## src/rtl/s_axis_cc_adapt_gen.sv

```systemverilog
// s_axis_cc_adapt_gen: adapts LitePCIe TLP-format completions to the
// UltraScale+ s_axis_cc descriptor interface. The 3-DW TLP header on the first
// beat of each completion is rewritten into the 3-DW CC descriptor. An elastic
// buffer feeds a single registered output stage.
// Optional feature macro: LITEPCIE_CC_PARITY_EN (odd byte parity on tuser_a).
module s_axis_cc_adapt_gen #(
   parameter int unsigned DATA_WIDTH    = 512,
   parameter int unsigned KEEP_WIDTH    = DATA_WIDTH / 8,
   parameter int unsigned DW_KEEP_WIDTH = DATA_WIDTH / 32,
   parameter int unsigned FIFO_DEPTH    = 4
) (
   input  logic                     user_clk,
   input  logic                     user_reset,
   input  logic [DATA_WIDTH-1:0]    s_axis_cc_tdata,
   input  logic [KEEP_WIDTH-1:0]    s_axis_cc_tkeep,
   input  logic                     s_axis_cc_tlast,
   input  logic [3:0]               s_axis_cc_tuser,
   input  logic                     s_axis_cc_tvalid,
   output logic                     s_axis_cc_tready,
   output logic [DATA_WIDTH-1:0]    s_axis_cc_tdata_a,
   output logic [DW_KEEP_WIDTH-1:0] s_axis_cc_tkeep_a,
   output logic                     s_axis_cc_tlast_a,
   output logic [KEEP_WIDTH:0]      s_axis_cc_tuser_a,
   output logic                     s_axis_cc_tvalid_a,
   input  logic [3:0]               s_axis_cc_tready_a
);

   localparam int unsigned PTR_W  = $clog2(FIFO_DEPTH);
   localparam int unsigned CNT_W  = PTR_W + 1;
   localparam int unsigned ENT_W  = DATA_WIDTH + DW_KEEP_WIDTH + 3;
   localparam int unsigned LAST_B = DATA_WIDTH;
   localparam int unsigned KEEP_B = DATA_WIDTH + 1;
   localparam int unsigned ECRC_B = DATA_WIDTH + 1 + DW_KEEP_WIDTH;
   localparam int unsigned DISC_B = ECRC_B + 1;
   localparam logic [CNT_W-1:0] CNT_FULL = CNT_W'(FIFO_DEPTH);

   typedef enum logic {
      ST_FIRST = 1'b0,
      ST_BODY  = 1'b1
   } state_e;

   // buffer storage and control
   logic [ENT_W-1:0]         mem_q [FIFO_DEPTH];
   logic [PTR_W-1:0]         wr_ptr_q, wr_ptr_d;
   logic [PTR_W-1:0]         rd_ptr_q, rd_ptr_d;
   logic [CNT_W-1:0]         cnt_q, cnt_d;
   logic                     ready_q, ready_d;
   state_e                   state_q, state_d;

   // output stage
   logic                     out_valid_q, out_valid_d;
   logic                     out_last_q, out_last_d;
   logic [DATA_WIDTH-1:0]    out_data_q, out_data_d;
   logic [DW_KEEP_WIDTH-1:0] out_keep_q, out_keep_d;
   logic [KEEP_WIDTH:0]      out_user_q, out_user_d;

   // datapath / handshake helpers
   logic [DW_KEEP_WIDTH-1:0] in_dwkeep;
   logic [ENT_W-1:0]         in_ent;
   logic [ENT_W-1:0]         src_ent;
   logic [DATA_WIDTH-1:0]    src_data;
   logic [DATA_WIDTH-1:0]    ld_data;
   logic [KEEP_WIDTH-1:0]    ld_par;
   logic                     fifo_empty;
   logic                     in_fire;
   logic                     pop_out;
   logic                     load_en;
   logic                     take;
   logic                     fifo_push;
   logic                     fifo_pop;
   logic                     unused_c;

   // ready bits [3:1], tuser[2:1] and non-leading byte keeps carry no meaning here
   assign unused_c = ^{s_axis_cc_tready_a[3:1], s_axis_cc_tuser[2:1], s_axis_cc_tkeep};

   // dword keep is the keep of the first byte of each dword
   always_comb begin
      in_dwkeep = '0;
      for (int i = 0; i < int'(DW_KEEP_WIDTH); i++) begin
         in_dwkeep[i] = s_axis_cc_tkeep[4*i];
      end
   end

   assign in_ent = {s_axis_cc_tuser[3], s_axis_cc_tuser[0], in_dwkeep,
                    s_axis_cc_tlast, s_axis_cc_tdata};

   // handshake: the output register takes the buffer head, or the input beat directly when the buffer is empty
   always_comb begin
      fifo_empty = (cnt_q == '0);
      in_fire    = s_axis_cc_tvalid & ready_q;
      pop_out    = out_valid_q & s_axis_cc_tready_a[0];
      load_en    = ~out_valid_q | pop_out;
      take       = load_en & (~fifo_empty | in_fire);
      fifo_pop   = take & ~fifo_empty;
      fifo_push  = in_fire & ~(take & fifo_empty);
      src_ent    = fifo_empty ? in_ent : mem_q[rd_ptr_q];
   end

   // pointer and occupancy next-state; push and pop together leave occupancy unchanged
   always_comb begin
      wr_ptr_d = wr_ptr_q;
      rd_ptr_d = rd_ptr_q;
      cnt_d    = cnt_q;
      if (fifo_push) begin
         wr_ptr_d = wr_ptr_q + PTR_W'(1);
      end
      if (fifo_pop) begin
         rd_ptr_d = rd_ptr_q + PTR_W'(1);
      end
      case ({fifo_push, fifo_pop})
         2'b10:   cnt_d = cnt_q + CNT_W'(1);
         2'b01:   cnt_d = cnt_q - CNT_W'(1);
         default: cnt_d = cnt_q;
      endcase
      ready_d = (cnt_d != CNT_FULL);
   end

   // beat-state FSM next-state: advances on every beat popped by the hard IP
   always_comb begin
      state_d = state_q;
      if (pop_out) begin
         state_d = out_last_q ? ST_FIRST : ST_BODY;
      end
   end

   // header rewrite for the beat being loaded; its position follows the post-pop FSM state
   always_comb begin
      src_data = src_ent[DATA_WIDTH-1:0];
      ld_data  = src_data;
      if (state_d == ST_FIRST) begin
         ld_data[95:0]  = '0;
         ld_data[6:0]   = src_data[70:64];
         ld_data[9:8]   = 2'b00;
         ld_data[28:16] = {1'b0, src_data[43:32]};
         ld_data[29]    = (src_data[29:24] == 6'b001011);
         ld_data[42:32] = {1'b0, src_data[9:0]};
         ld_data[45:43] = src_data[47:45];
         ld_data[46]    = src_data[14];
         ld_data[63:48] = src_data[95:80];
         ld_data[71:64] = src_data[79:72];
         ld_data[87:72] = src_data[63:48];
         ld_data[88]    = 1'b0;
         ld_data[91:89] = src_data[22:20];
         ld_data[94:92] = {1'b0, src_data[13:12]};
         ld_data[95]    = src_data[15] | src_ent[ECRC_B];
      end
   end

`ifdef LITEPCIE_CC_PARITY_EN
   // odd parity per output byte, taken from the rewritten data
   always_comb begin
      ld_par = '0;
      for (int k = 0; k < int'(KEEP_WIDTH); k++) begin
         ld_par[k] = ~^ld_data[8*k +: 8];
      end
   end
`else
   // parity generation disabled
   always_comb begin
      ld_par = '0;
   end
`endif

   // output register next-state: hold while stalled, reload on empty or pop
   always_comb begin
      out_valid_d = out_valid_q;
      out_last_d  = out_last_q;
      out_data_d  = out_data_q;
      out_keep_d  = out_keep_q;
      out_user_d  = out_user_q;
      if (take) begin
         out_valid_d = 1'b1;
         out_last_d  = src_ent[LAST_B];
         out_data_d  = ld_data;
         out_keep_d  = src_ent[KEEP_B +: DW_KEEP_WIDTH];
         out_user_d  = {ld_par, src_ent[DISC_B]};
      end else if (pop_out) begin
         out_valid_d = 1'b0;
      end
   end

   // buffer storage write; contents need no reset since occupancy gates reads
   always_ff @(posedge user_clk) begin
      if (fifo_push) begin
         mem_q[wr_ptr_q] <= in_ent;
      end
   end

   // FSM state register
   always_ff @(posedge user_clk) begin
      if (user_reset) begin
         state_q <= ST_FIRST;
      end else begin
         state_q <= state_d;
      end
   end

   // control and output registers
   always_ff @(posedge user_clk) begin
      if (user_reset) begin
         wr_ptr_q    <= '0;
         rd_ptr_q    <= '0;
         cnt_q       <= '0;
         ready_q     <= 1'b1;
         out_valid_q <= 1'b0;
         out_last_q  <= 1'b0;
         out_data_q  <= '0;
         out_keep_q  <= '0;
         out_user_q  <= '0;
      end else begin
         wr_ptr_q    <= wr_ptr_d;
         rd_ptr_q    <= rd_ptr_d;
         cnt_q       <= cnt_d;
         ready_q     <= ready_d;
         out_valid_q <= out_valid_d;
         out_last_q  <= out_last_d;
         out_data_q  <= out_data_d;
         out_keep_q  <= out_keep_d;
         out_user_q  <= out_user_d;
      end
   end

   assign s_axis_cc_tready   = ready_q;
   assign s_axis_cc_tvalid_a = out_valid_q;
   assign s_axis_cc_tlast_a  = out_last_q;
   assign s_axis_cc_tdata_a  = out_data_q;
   assign s_axis_cc_tkeep_a  = out_keep_q;
   assign s_axis_cc_tuser_a  = out_user_q;

endmodule

```

## config.mk

```make
export PLATFORM = sky130hd
export DESIGN_NAME = s_axis_cc_adapt_gen
export DESIGN_NICKNAME = d
export VERILOG_FILES = /design/src/rtl/s_axis_cc_adapt_gen.sv
export SDC_FILE = /design/constraint.sdc
export NUM_CORES = 2
export LEC_CHECK = 0
export ABC_AREA = 1
export BUFFER_PORTS_ARGS = -buffer_cell sky130_fd_sc_hd__buf_2
export CAP_MARGIN = 20
export CORE_ASPECT_RATIO = 1.5
export CORE_MARGIN = 1.5
export CORE_UTILIZATION = 45
export CTS_CLUSTER_DIAMETER = 100
export DETAILED_ROUTE_END_ITERATION = 10
export SETUP_SLACK_MARGIN = 0.4
export SKIP_LAST_GASP = 1
export SYNTH_ARGS = -nofsm -noshare
export SYNTH_HDL_FRONTEND = slang
export SYNTH_SLANG_ARGS = --single-unit
```

## constraint.sdc

```tcl
create_clock -name user_clk -period 35.7 [get_ports user_clk]
set_clock_uncertainty 0.2 [all_clocks]
set_input_delay 5.355 -clock user_clk [delete_from_list [all_inputs] [get_ports user_clk]]
set_output_delay 5.355 -clock user_clk [all_outputs]
set_load 0.1 [all_outputs]
```

==> out/qor.log <==
[logic_synthesis] average instance area after synthesis 11.9 µm²
[logic_synthesis] largest family of logic cells by synthesized area compound AO/OA/AOI/OAI gates
[logic_synthesis] share of the synthesized netlist area taken by xor and xnor gates 0.00852%
[die] number of ports placed on the die boundary 1184
[logic_synthesis] sequential share of the synthesized area 72.6%
[sta] count of endpoints failing setup in the final report 0
[logic_synthesis] compound-gate portion of the synthesized area 14.9%
[route] drt first-iter violations 6139
[cts] clock transition at the registers of the reported paths 70 ps
[flow_run] max_cap viols 0
[route] top metal layer carrying routed signals met5
[grt] largest net degree at the start of global routing 333
[route] sum of met2 wire segment lengths after detailed routing 144000 µm
[setup_path] Worst Path Class, Setup in2reg
[cts] number of buffers inserted for hold repair after clock tree synthesis 0
[logic_synthesis] area share of fa/ha/maj cells after synthesis 0.0803%
[route] 1st-pass router iterations 6
[cts] maximum level of the CTS H-tree 4
[power_and_ir_drop] Psw 5910 µW
[logic_synthesis] Cells after Synth 8613
[logic_synthesis] area share of the largest cell type after synthesis 62.0%
[layout] most frequent standard cell in the layout excluding fill and tap cells sky130_fd_sc_hd__edfxtp_1
[setup_path] critical path required time 35970 ps
[logic_synthesis] Yosys Warn Count 0
[power_and_ir_drop] clock network fraction of total power 21.5%
[sta] final hold viol count 0
[die] total core area 227000 µm²
[die] number of core rows 214
[layout] fill count 19519
[cts] total clock sinks 2666
[layout] Final #Nets 9966
[power_and_ir_drop] portion of total power attributed to combinational logic 43.7%
[power_and_ir_drop] Internal Dissipation 6620 µW
[sta] actual transition at the worst max-transition pin 1130 ps
[route] mean number of vias per cell 5.73
[placed_design] Routability Congestion 0.806
[setup_path] kind of start point of the critical path input port
[grt] first-pass GRT wire length 455000 µm
[power_and_ir_drop] register share of total power 34.8%
[power_and_ir_drop] Total Power Consumption 12500 µW
[grt] number of global-route vias before repair 67885
[logic_synthesis] post-synthesis instance area 103000 µm²
[power_and_ir_drop] Lkg Pwr 0.0425 µW
[sta] RSZ-0062 raised after global routing false
[cts] clk root buf sky130_fd_sc_hd__clkbuf_16
[sta] Final Max Tran Viols 0
[route] final wirelength 312000 µm
[status] status finished, final reports clean
[setup_path] largest fanout on the critical path 135
[route] final routed wire length divided by cell count 24.6 µm
[route] number of nets with antenna violations after detailed routing 0
[sta] final critical-path share of the clock period 27.4%
[die] Die Outline Area 231000 µm²
[grt] number of antenna violations at the first check in global routing 145
[setup_path] data arrival at the endpoint of the critical path 10060 ps
[route] drt drc 0
[power_and_ir_drop] Switching Share 47.2%
[power_and_ir_drop] largest voltage drop on the vdd net 0.0951 mV
[cts] clock insertion delay at the later pin of the skew report 880 ps
[die] die span in y 589 µm
[sta] final-layout setup total negative slack 0 ps
[sta] worst slew margin relative to its limit 24.8%
[logic_synthesis] unique cell type count in the Yosys netlist 33
[logic_synthesis] leading post-synthesis cells by cell area sky130_fd_sc_hd__edfxtp_1 62%, sky130_fd_sc_hd__dfxtp_1 11%, sky130_fd_sc_hd__o21ai_0 6.5%
[route] Met1 Routed Length 124000 µm
[logic_synthesis] Post-Synth Simple-Gate Area 8.49%
[placed_design] HPWL reported at the end of detailed placement 174000 µm
[layout] Layout Area Growth over Synthesis 14.9%
[route] length of routed met3 wiring 32900 µm
[logic_synthesis] #FFs+latches synth 2666
[power_and_ir_drop] power per cell area 106 nW/µm²
[layout] most frequent cells in the layout 2124 x sky130_fd_sc_hd__edfxtp_1, 1340 x sky130_fd_sc_hd__o21ai_0, 1160 x sky130_fd_sc_hd__nor2_1, 1066 x sky130_fd_sc_hd__buf_2, 893 x sky130_fd_sc_hd__a21oi_1
[grt] total routing resource utilization after global routing 25.8%
[layout] fraction of layout cells with a size suffix above 1 17.2%
[setup_path] crit path launch s_axis_cc_tvalid
[setup_path] reg2reg start cnt_q[0]
[logic_synthesis] most area-hungry cell type in the Yosys netlist sky130_fd_sc_hd__edfxtp_1
[cts] clock tree from TritonCTS done
[die] Initial Utilization 45.3%
[route] total number of vias 72695
[min_path] Tightest Hold Check Type reg2reg
[cts] buffer depth of the longest clock path 4
[min_path] beginning of the worst hold path rd_ptr_q[1]
[sta] maximum clock rate 102 MHz
[logic_synthesis] multiplexer share of the synthesized area 0%
[grt] aggregate global routing overflow 0
[cts] clock buffers created by TritonCTS 247
[cts] setup repair bufs after CTS 0
[setup_path] element type at the critical path end flip-flop
[placed_design] Port Buffer Count 1066
[cts] post-CTS sizing 0
[sta] clock period minus final worst setup slack 9790 ps
[die] Die Span X 393 µm
## area by class of cell
cell class                 instances  area, µm²  area share [%]
multi-input combinational       5168      24500            20.7
sequential                      2666      74600            63.2
antenna                           83        208           0.176
clock inverter                   138       1490            1.26
timing repair buffer            1164       6290            5.32
tap                             3024       3780            3.20
clock buffer                     321       6760            5.72
inverter                         125        531           0.449
## state kept, by name (all words and copies together), names as in the netlist, named ones only
register,cells
mem_q,2124
s_axis_cc_tdata_a,512
s_axis_cc_tkeep_a,16
cnt_q,3
rd_ptr_q,2
wr_ptr_q,2
s_axis_cc_tlast_a,1
s_axis_cc_tready,1
s_axis_cc_tuser_a,1
s_axis_cc_tvalid_a,1
state_q,1
## Yosys cell counts
master and n:
sky130_fd_sc_hd__or2_0 1, sky130_fd_sc_hd__clkinv_1 1, sky130_fd_sc_hd__o21ai_1 158, sky130_fd_sc_hd__dfxtp_1 542, sky130_fd_sc_hd__clkbuf_1 346, sky130_fd_sc_hd__ha_1 5
sky130_fd_sc_hd__conb_1 1, sky130_fd_sc_hd__o22ai_1 443, sky130_fd_sc_hd__o21bai_4 1, sky130_fd_sc_hd__buf_8 1, sky130_fd_sc_hd__nand2_1 673, sky130_fd_sc_hd__clkbuf_2 3
sky130_fd_sc_hd__buf_4 103, sky130_fd_sc_hd__inv_2 3, sky130_fd_sc_hd__o21ai_0 1340, sky130_fd_sc_hd__nand2_2 2, sky130_fd_sc_hd__buf_12 1, sky130_fd_sc_hd__inv_1 120
sky130_fd_sc_hd__or2_2 79, sky130_fd_sc_hd__edfxtp_1 2124, sky130_fd_sc_hd__fa_1 1, sky130_fd_sc_hd__buf_1 25, sky130_fd_sc_hd__xnor2_1 1, sky130_fd_sc_hd__buf_2 215
sky130_fd_sc_hd__o211ai_1 81, sky130_fd_sc_hd__nor2_4 1, sky130_fd_sc_hd__nor2_2 2, sky130_fd_sc_hd__inv_6 1, sky130_fd_sc_hd__nor2_1 1164, sky130_fd_sc_hd__buf_6 23
sky130_fd_sc_hd__nand3_1 258, sky130_fd_sc_hd__and2_1 1, sky130_fd_sc_hd__a21oi_1 893
## cell families after synthesis
family | count (synthesis)
and+or+nand+nor | 2181
buffers and inverters | 842
AOI/OAI and AO/OA | 2916
other | 1
adders and majority gates | 6
xor gates and xnor gates | 1
DFF | 2666
## worst max-delay path: stages
cell and delay (ps):
sky130_fd_sc_hd__buf_2 90, sky130_fd_sc_hd__nand2_1 80, sky130_fd_sc_hd__nand3_1 180, sky130_fd_sc_hd__nand2_8 650, sky130_fd_sc_hd__o21bai_4 250, sky130_fd_sc_hd__nor2_4 740
sky130_fd_sc_hd__buf_12 580, sky130_fd_sc_hd__buf_4 850, sky130_fd_sc_hd__buf_4 840
## through the flow
step,cells,hold slack [ps],setup slack (ps),cell area (µm²),utilization (%)
2_1_floorplan,8676,236,6200,103000,-
3_3_place_gp,12144,238,24880,110000,48.3
3_5_place_dp,12145,259,24890,110000,48.4
4_1_cts,12604,273,25810,118000,52.0
5_1_grt,12638,287,25670,118000,52.1
6_report,12689,271,25910,118000,52.1
## worst paths after layout
path / to / slack (ps) / depth (start not counted)
setup / recovery: mem_q[1][336] / 25910 / 9
hold / removal: flip-flop / 270 / 2
setup reg to reg: mem_q[1][336] / 29940 / 8
hold reg to reg: flip-flop / 270 / 2
## per-layer routing
layer,track usage [%],vias up
met4,8.90,104
met1,34.7,36099
met2,40.1,3107
met5,0,-
li1,-,32787
met3,7.50,598
## power groups by stage
stage               Sequential (µW)  Combinational, µW  Clock (µW)
global placement               4390               5430           0
finish                         4360               5480        2690
CTS                            4360               5490        2730
global route                   4420               5810        2840
floorplan                      6780               2140           0
detailed placement             4410               5480           0
No activity file was read; power rests on OpenSTA's default activity.
